$ cat src/rtl/fetch_pkg.sv
// Shared fetch-path definitions: PC select/source codes, sequencer states, control payload.
package fetch_pkg;

  localparam int unsigned SEL_W   = 2;
  localparam int unsigned PLACE_W = 4;
  localparam int unsigned IDX_W   = 3;
  localparam int unsigned CNT_W   = 3;

  // pc_select codes
  localparam logic [SEL_W-1:0] SEL_HOLD = 2'b00;
  localparam logic [SEL_W-1:0] SEL_INC1 = 2'b01;
  localparam logic [SEL_W-1:0] SEL_INC2 = 2'b10;

  // pc_place codes
  localparam logic [PLACE_W-1:0] PLACE_SEQ  = 4'b0000;
  localparam logic [PLACE_W-1:0] PLACE_ZERO = 4'b0001;
  localparam logic [PLACE_W-1:0] PLACE_IVT  = 4'b0101;
  localparam logic [PLACE_W-1:0] PLACE_RET  = 4'b0110;
  localparam logic [PLACE_W-1:0] PLACE_CALL = 4'b0111;
  localparam logic [PLACE_W-1:0] PLACE_INST = 4'b1000;

  typedef enum logic [1:0] {
    ST_RUN  = 2'd0,
    ST_SAVE = 2'd1,
    ST_VECT = 2'd2,
    ST_HALT = 2'd3
  } seq_state_e;

  // Control word presented to the fetch stage each cycle
  typedef struct packed {
    logic [SEL_W-1:0]   sel;
    logic [PLACE_W-1:0] place;
    logic               flush;
    logic               save_pc;
    logic               int_ack;
  } seq_ctrl_t;

endpackage

$ cat src/rtl/fetch_sequencer_if.sv
// Decode-to-sequencer request lines and sequencer-to-fetch control lines.
interface fetch_sequencer_if;
  import fetch_pkg::*;

  logic               stall;
  logic               wide_inst;
  logic               jmp_taken;
  logic               call_req;
  logic               ret_req;
  logic               hlt;
  logic               int_req;
  logic [IDX_W-1:0]   int_index_in;

  logic [SEL_W-1:0]   pc_select;
  logic [PLACE_W-1:0] pc_place;
  logic [IDX_W-1:0]   index;
  logic               int_ack;
  logic               flush;
  logic               save_pc;

  modport master (
    output stall, wide_inst, jmp_taken, call_req, ret_req, hlt, int_req, int_index_in,
    input  pc_select, pc_place, index, int_ack, flush, save_pc
  );

  modport slave (
    input  stall, wide_inst, jmp_taken, call_req, ret_req, hlt, int_req, int_index_in,
    output pc_select, pc_place, index, int_ack, flush, save_pc
  );

endinterface

$ cat src/rtl/int_latch.sv
// Interrupt pending flag and vector index capture; the acknowledge clear beats a new request.
module int_latch
  import fetch_pkg::*;
(
  input  logic             clk,
  input  logic             rst,
  input  logic             int_req,
  input  logic [IDX_W-1:0] int_index_in,
  input  logic             clr,
  output logic             pending,
  output logic [IDX_W-1:0] index
);

  logic             pending_q, pending_d;
  logic [IDX_W-1:0] index_q, index_d;

  // Capture only when nothing is pending; later requests wait for the clear
  always_comb begin
    pending_d = pending_q;
    index_d   = index_q;
    if (clr) begin
      pending_d = 1'b0;
    end else if (!pending_q && int_req) begin
      pending_d = 1'b1;
      index_d   = int_index_in;
    end
  end

  // Pending/index registers
  always_ff @(posedge clk) begin
    if (rst) begin
      pending_q <= 1'b0;
      index_q   <= '0;
    end else begin
      pending_q <= pending_d;
      index_q   <= index_d;
    end
  end

  assign pending = pending_q;
  assign index   = index_q;

endmodule

$ cat src/rtl/fetch_sequencer.sv
// Fetch PC sequencer: chooses the next-PC source each cycle and runs the interrupt
// save/vector sequence. Define FETCH_SEQ_INT_EN to build the interrupt logic
// (pending latch, save counter, SAVE and VECT); without it int_req is ignored and
// HALT is left only through reset.
module fetch_sequencer
  import fetch_pkg::*;
#(
  parameter int unsigned INT_SAVE_CYCLES = 2
) (
  input  logic            clk,
  input  logic            rst,
  fetch_sequencer_if.slave bus
);

  seq_state_e       state_q, state_d;
  seq_ctrl_t        ctrl_c;
  logic             pending_c;
  logic [IDX_W-1:0] index_c;
  logic             take_int_c;
  logic             int_ack_c;

`ifdef FETCH_SEQ_INT_EN
  logic [CNT_W-1:0] cnt_q, cnt_d;

  int_latch u_int_latch (
    .clk          (clk),
    .rst          (rst),
    .int_req      (bus.int_req),
    .int_index_in (bus.int_index_in),
    .clr          (int_ack_c),
    .pending      (pending_c),
    .index        (index_c)
  );

  // Save-phase cycle counter
  always_ff @(posedge clk) begin
    if (rst) begin
      cnt_q <= '0;
    end else begin
      cnt_q <= cnt_d;
    end
  end
`else
  logic unused_int;

  assign pending_c  = 1'b0;
  assign index_c    = '0;
  assign unused_int = ^{bus.int_req, bus.int_index_in, CNT_W'(INT_SAVE_CYCLES)};
`endif

  // A pending interrupt is only taken from RUN once the hazard stall clears
  assign take_int_c = pending_c & ~bus.stall;

  // State register
  always_ff @(posedge clk) begin
    if (rst) begin
      state_q <= ST_RUN;
    end else begin
      state_q <= state_d;
    end
  end

  // Next-state logic
  always_comb begin
    state_d = state_q;
`ifdef FETCH_SEQ_INT_EN
    cnt_d   = '0;
`endif
    unique case (state_q)
      ST_RUN: begin
        if (take_int_c) begin
          state_d = ST_SAVE;
        end else if (bus.hlt &&
                     !(bus.ret_req || bus.call_req || bus.jmp_taken || bus.stall)) begin
          state_d = ST_HALT;
        end
      end
`ifdef FETCH_SEQ_INT_EN
      ST_SAVE: begin
        if (cnt_q == CNT_W'(INT_SAVE_CYCLES - 1)) begin
          state_d = ST_VECT;
        end else begin
          cnt_d = cnt_q + CNT_W'(1);
        end
      end
      ST_VECT: begin
        state_d = ST_RUN;
      end
      ST_HALT: begin
        if (pending_c) begin
          state_d = ST_SAVE;
        end
      end
`else
      ST_HALT: begin
        state_d = ST_HALT;
      end
`endif
      default: begin
        state_d = ST_RUN;
      end
    endcase
  end

  // Output decode from state and current requests; reset forces the load-0 vector
  always_comb begin
    ctrl_c       = '0;
    ctrl_c.sel   = SEL_INC1;
    ctrl_c.place = PLACE_SEQ;
    if (rst) begin
      ctrl_c.sel   = SEL_HOLD;
      ctrl_c.place = PLACE_ZERO;
      ctrl_c.flush = 1'b1;
    end else begin
      unique case (state_q)
        ST_RUN: begin
          if (take_int_c) begin
            ctrl_c.sel = SEL_HOLD;
          end else if (bus.ret_req) begin
            ctrl_c.place = PLACE_RET;
            ctrl_c.flush = 1'b1;
          end else if (bus.call_req) begin
            ctrl_c.place = PLACE_CALL;
            ctrl_c.flush = 1'b1;
          end else if (bus.jmp_taken) begin
            ctrl_c.place = PLACE_INST;
            ctrl_c.flush = 1'b1;
          end else if (bus.stall || bus.hlt) begin
            ctrl_c.sel = SEL_HOLD;
          end else if (bus.wide_inst) begin
            ctrl_c.sel = SEL_INC2;
          end
        end
`ifdef FETCH_SEQ_INT_EN
        ST_SAVE: begin
          ctrl_c.sel     = SEL_HOLD;
          ctrl_c.save_pc = 1'b1;
          ctrl_c.flush   = 1'b1;
        end
        ST_VECT: begin
          ctrl_c.sel     = SEL_HOLD;
          ctrl_c.place   = PLACE_IVT;
          ctrl_c.int_ack = 1'b1;
          ctrl_c.flush   = 1'b1;
        end
`endif
        default: begin
          ctrl_c.sel = SEL_HOLD;
        end
      endcase
    end
  end

  assign int_ack_c     = ctrl_c.int_ack;
  assign bus.pc_select = ctrl_c.sel;
  assign bus.pc_place  = ctrl_c.place;
  assign bus.flush     = ctrl_c.flush;
  assign bus.save_pc   = ctrl_c.save_pc;
  assign bus.int_ack   = int_ack_c;
  assign bus.index     = rst ? '0 : index_c;

endmodule

$ cat src/flat_wrapper.sv
// flat-port wrapper written by rule: the top's interface ports become plain ports
module fetch_sequencer_flat import fetch_pkg::*;
#(
  parameter int unsigned INT_SAVE_CYCLES = 2
)
  (clk, rst, bus_stall, bus_wide_inst, bus_jmp_taken, bus_call_req, bus_ret_req, bus_hlt, bus_int_req, bus_int_index_in, bus_pc_select, bus_pc_place, bus_index, bus_int_ack, bus_flush, bus_save_pc);
  fetch_sequencer_if bus_i ();
  input  logic clk;
  input  logic rst;
  input wire logic [$bits(bus_i.stall)-1:0] bus_stall;
  input wire logic [$bits(bus_i.wide_inst)-1:0] bus_wide_inst;
  input wire logic [$bits(bus_i.jmp_taken)-1:0] bus_jmp_taken;
  input wire logic [$bits(bus_i.call_req)-1:0] bus_call_req;
  input wire logic [$bits(bus_i.ret_req)-1:0] bus_ret_req;
  input wire logic [$bits(bus_i.hlt)-1:0] bus_hlt;
  input wire logic [$bits(bus_i.int_req)-1:0] bus_int_req;
  input wire logic [$bits(bus_i.int_index_in)-1:0] bus_int_index_in;
  output wire logic [$bits(bus_i.pc_select)-1:0] bus_pc_select;
  output wire logic [$bits(bus_i.pc_place)-1:0] bus_pc_place;
  output wire logic [$bits(bus_i.index)-1:0] bus_index;
  output wire logic [$bits(bus_i.int_ack)-1:0] bus_int_ack;
  output wire logic [$bits(bus_i.flush)-1:0] bus_flush;
  output wire logic [$bits(bus_i.save_pc)-1:0] bus_save_pc;
  assign bus_i.stall = bus_stall;
  assign bus_i.wide_inst = bus_wide_inst;
  assign bus_i.jmp_taken = bus_jmp_taken;
  assign bus_i.call_req = bus_call_req;
  assign bus_i.ret_req = bus_ret_req;
  assign bus_i.hlt = bus_hlt;
  assign bus_i.int_req = bus_int_req;
  assign bus_i.int_index_in = bus_int_index_in;
  assign bus_pc_select = bus_i.pc_select;
  assign bus_pc_place = bus_i.pc_place;
  assign bus_index = bus_i.index;
  assign bus_int_ack = bus_i.int_ack;
  assign bus_flush = bus_i.flush;
  assign bus_save_pc = bus_i.save_pc;
  fetch_sequencer #(.INT_SAVE_CYCLES(INT_SAVE_CYCLES)) u_core (.clk(clk), .rst(rst), .bus(bus_i));
endmodule
$ cat config.mk
export PLATFORM = sky130hd
export DESIGN_NAME = fetch_sequencer_flat
export DESIGN_NICKNAME = d
export VERILOG_FILES = /design/src/rtl/fetch_pkg.sv /design/src/rtl/fetch_sequencer_if.sv /design/src/rtl/int_latch.sv /design/src/rtl/fetch_sequencer.sv /design/src/flat_wrapper.sv
export SDC_FILE = /design/constraint.sdc
export NUM_CORES = 1
export LEC_CHECK = 0
export CAP_MARGIN = 10
export CORE_AREA = 2 2 39 41
export CTS_BUF_LIST = sky130_fd_sc_hd__clkbuf_4 sky130_fd_sc_hd__clkbuf_8 sky130_fd_sc_hd__clkbuf_16
export CTS_CLUSTER_DIAMETER = 100
export DETAILED_ROUTE_END_ITERATION = 10
export DIE_AREA = 0 0 41 43
export PLACE_DENSITY = 0.47
export SLEW_MARGIN = 10
export SYNTH_ARGS = -nofsm -noshare
export SYNTH_HDL_FRONTEND = slang
export SYNTH_SLANG_ARGS = --single-unit
$ cat constraint.sdc
create_clock -name clk -period 0.8 [get_ports clk]
set_input_delay 0.08 -clock clk [delete_from_list [all_inputs] [get_ports clk]]
set_output_delay 0.08 -clock clk [all_outputs]
set_load 0.02 [all_outputs]
==> results.json <==
{
  "status": "finished with violations",
  "violations": "negative setup slack",
  "antenna_found_initial": 0,
  "die_area_um2": 1760,
  "pre_cts_ws_ns": -0.952,
  "yosys-top-cells-count": "buf_4 (6), nor2_1 (3), inv_1 (2)",
  "clock_latency_ns": 0,
  "dr.pass1.iters": 1,
  "core_area_um2": 1380,
  "grt_pass1_vias": 201,
  "synth_top_area_frac": 0.265,
  "worst_clock_skew_ns": 0,
  "async_flop_share": 0,
  "grt-ovfl-total": 0,
  "synthMostInstantiatedCell": "buf_4",
  "routabilityCongestion": 0.589,
  "path_delay_family": "simple AND/OR/NAND/NOR gates",
  "routed_wirelength_um": 492,
  "leakage_nw": 0.195,
  "crit_chain": "buf_6 > or3_4 > a21boi_4 > buf_6",
  "wl_per_cell_um": 8.48,
  "grt_first_pass_wirelength_um": 807,
  "ys_types": 15,
  "fin_nets": 56,
  "synth-seq-area-share": 0.118,
  "drive_gt1_frac": 0.786,
  "fin_crit_sh": 1.11,
  "fill_cells": 158,
  "regToRegStartpoint": "u_core.state_q[0]",
  "synth-main-ff-cell": "dfxtp_1",
  "synth_seq_cells": 1,
  "finalHoldViolations": 0,
  "drv_cap": 0,
  "netlist_area_um2": 170,
  "vdd_drop_max_mv": 0.191,
  "crit_arrival_ns": 0.81,
  "antenna_left": 0,
  "drv_slew": 0,
  "synth-edff-count": 0,
  "num_antenna_cells": 0,
  "first_iter_violations": 0,
  "start_util": 0.123,
  "hold_start": "bus_hlt",
  "hold_depth": 4,
  "r2r-end": "u_core.state_q[0]",
  "required_ns": 0.72,
  "cp-end-kind": "primary output",
  "start_kind": "input port",
  "path_max_fanout": 2,
  "total_power_mw": 0.265,
  "worst_slack_ns": -0.0902,
  "grt_max_degree": 5,
  "rsz0062_at_grt": "yes",
  "setup-violations-final": 5,
  "hp-class": "input port to primary output",
  "synth_cells": 23,
  "largest_reg_flops": 1,
  "avgSynthCellArea_um2": 7.40,
  "dieHeight_um": 43,
  "hold_buffers": 0,
  "cp_num_buf_inv": 2,
  "power_density_nw_per_um2": 630,
  "drt_drc_violations_left": 0,
  "slowest_delay_ns": 0.38,
  "period_minus_slack_ns": 0.890,
  "row_count": 14,
  "viasPerCell": 3.62,
  "die_x_um": 41,
  "area_growth_pct": 147,
  "ios": 24,
  "dp_hpwl_um": 398,
  "largest_registers": "u_core.state_q (1)",
  "ys_warn_count": 0,
  "largest_register": "u_core.state_q",
  "cpMostUsedCell": "buf_6",
  "fmax_mhz": 1120,
  "grt_usage": 0.0601,
  "worstSetupPathType": "input port to primary output",
  "slowest_stage": "or3_4",
  "min_delay_worst_endpoint": "bus_pc_select[0]",
  "port_buffers": 14,
  "rr_worst_depth": 2,
  "vias": 210,
  "reg2reg_setup_slack_ns": 0.04,
  "yosys-top-cells-area": "buf_4 (26%), dfxtp_1 (12%), nor3_4 (9.6%), a21boi_2 (6.6%), nor2_1 (6.6%)",
  "yosys.area.top_type": "buf_4"
}
## worst min-delay path: stages
cell and delay [ns]:
buf_6 0.07, or3_4 0.11, a21boi_4 0.04, buf_6 0.12
## report_power, final
part,internal (mW),total [mW],switching (mW)
Combinational,0.111,0.211,0.101
Sequential,0.0523,0.0537,0.00138
Clock,0,0,0
## per-layer routing
| layer | GRT usage | wire, um |
|---|---|---|
| met1 | 0.0927 | 211 |
| met2 | 0.0969 | 222 |
| met3 | 0 | 57 |
| met4 | 0 | 0 |
| met5 | 0 | 0 |
## worst max-delay path by stage
stage | slack [ns] | cells after the start | end | startpoint
finish | -0.09 | 4 | bus_pc_select[0] | bus_hlt
global route | -0.12 | 3 | bus_pc_place[1] | u_core.state_q[0]
CTS | -0.09 | 4 | bus_pc_select[0] | bus_hlt
detailed placement | -0.95 | 4 | bus_pc_select[0] | bus_wide_inst
global placement | -0.95 | 4 | bus_pc_select[0] | bus_wide_inst
floorplan | -0.07 | 2 | bus_pc_place[2] | u_core.state_q[0]
## final cells by class
cell class,instances,area (um2),area share
multi-input combinational,18,163,0.387
sequential,1,21.3,0.0506
inverter,2,7.51,0.0179
timing repair buffer,21,209,0.497
tap,16,20.0,0.0476
## stage by stage
| step | util | instances | setup TNS (ns) | hold slack (ns) | instance area, um2 |
|---|---|---|---|---|---|
| after global routing | 0.304 | 58 | -0.562 | 0.515 | 420 |
| after CTS | 0.301 | 58 | -0.329 | 0.507 | 417 |
| after detailed placement | 0.275 | 58 | -6.33 | 0.601 | 380 |
| after global placement | 0.275 | 58 | -6.36 | 0.606 | 380 |
| after floorplan | - | 27 | -0.192 | 0.199 | 216 |
| final | 0.304 | 58 | -0.312 | 0.506 | 420 |
## timing repair
action                                  in CTS  in global routing
buffers inserted                             0                  0
resized for setup                           87                  1
endpoints found under the setup margin       8                  8
pin swaps                                    9                  2
## cells by family after synthesis
logic type | Yosys count | synth area share
other cells | 1 | 0.0220
flops | 1 | 0.118
buf+inv | 8 | 0.309
simple gates | 9 | 0.360
compound gates | 4 | 0.191
## placed cells by master (no fill, tap or decap)
cell      synthesis  layout
and3_4            0       1
inv_1             2       1
buf_4             6       6
buf_2             0       2
or3_4             0       1
buf_6             0      11
nor3_4            1       2
conb_1            1       5
nor2_4            0       1
inv_2             0       1
o21ai_2           0       1
nor2_1            3       1
a21boi_4          0       1
nor2_2            0       1
dfxtp_2           0       1
a22o_1            1       1
buf_8             0       2
nor3b_1           1       1
o31ai_2           0       1
and4_4            0       1
Note: power is estimated with default switching activity, not from simulation.
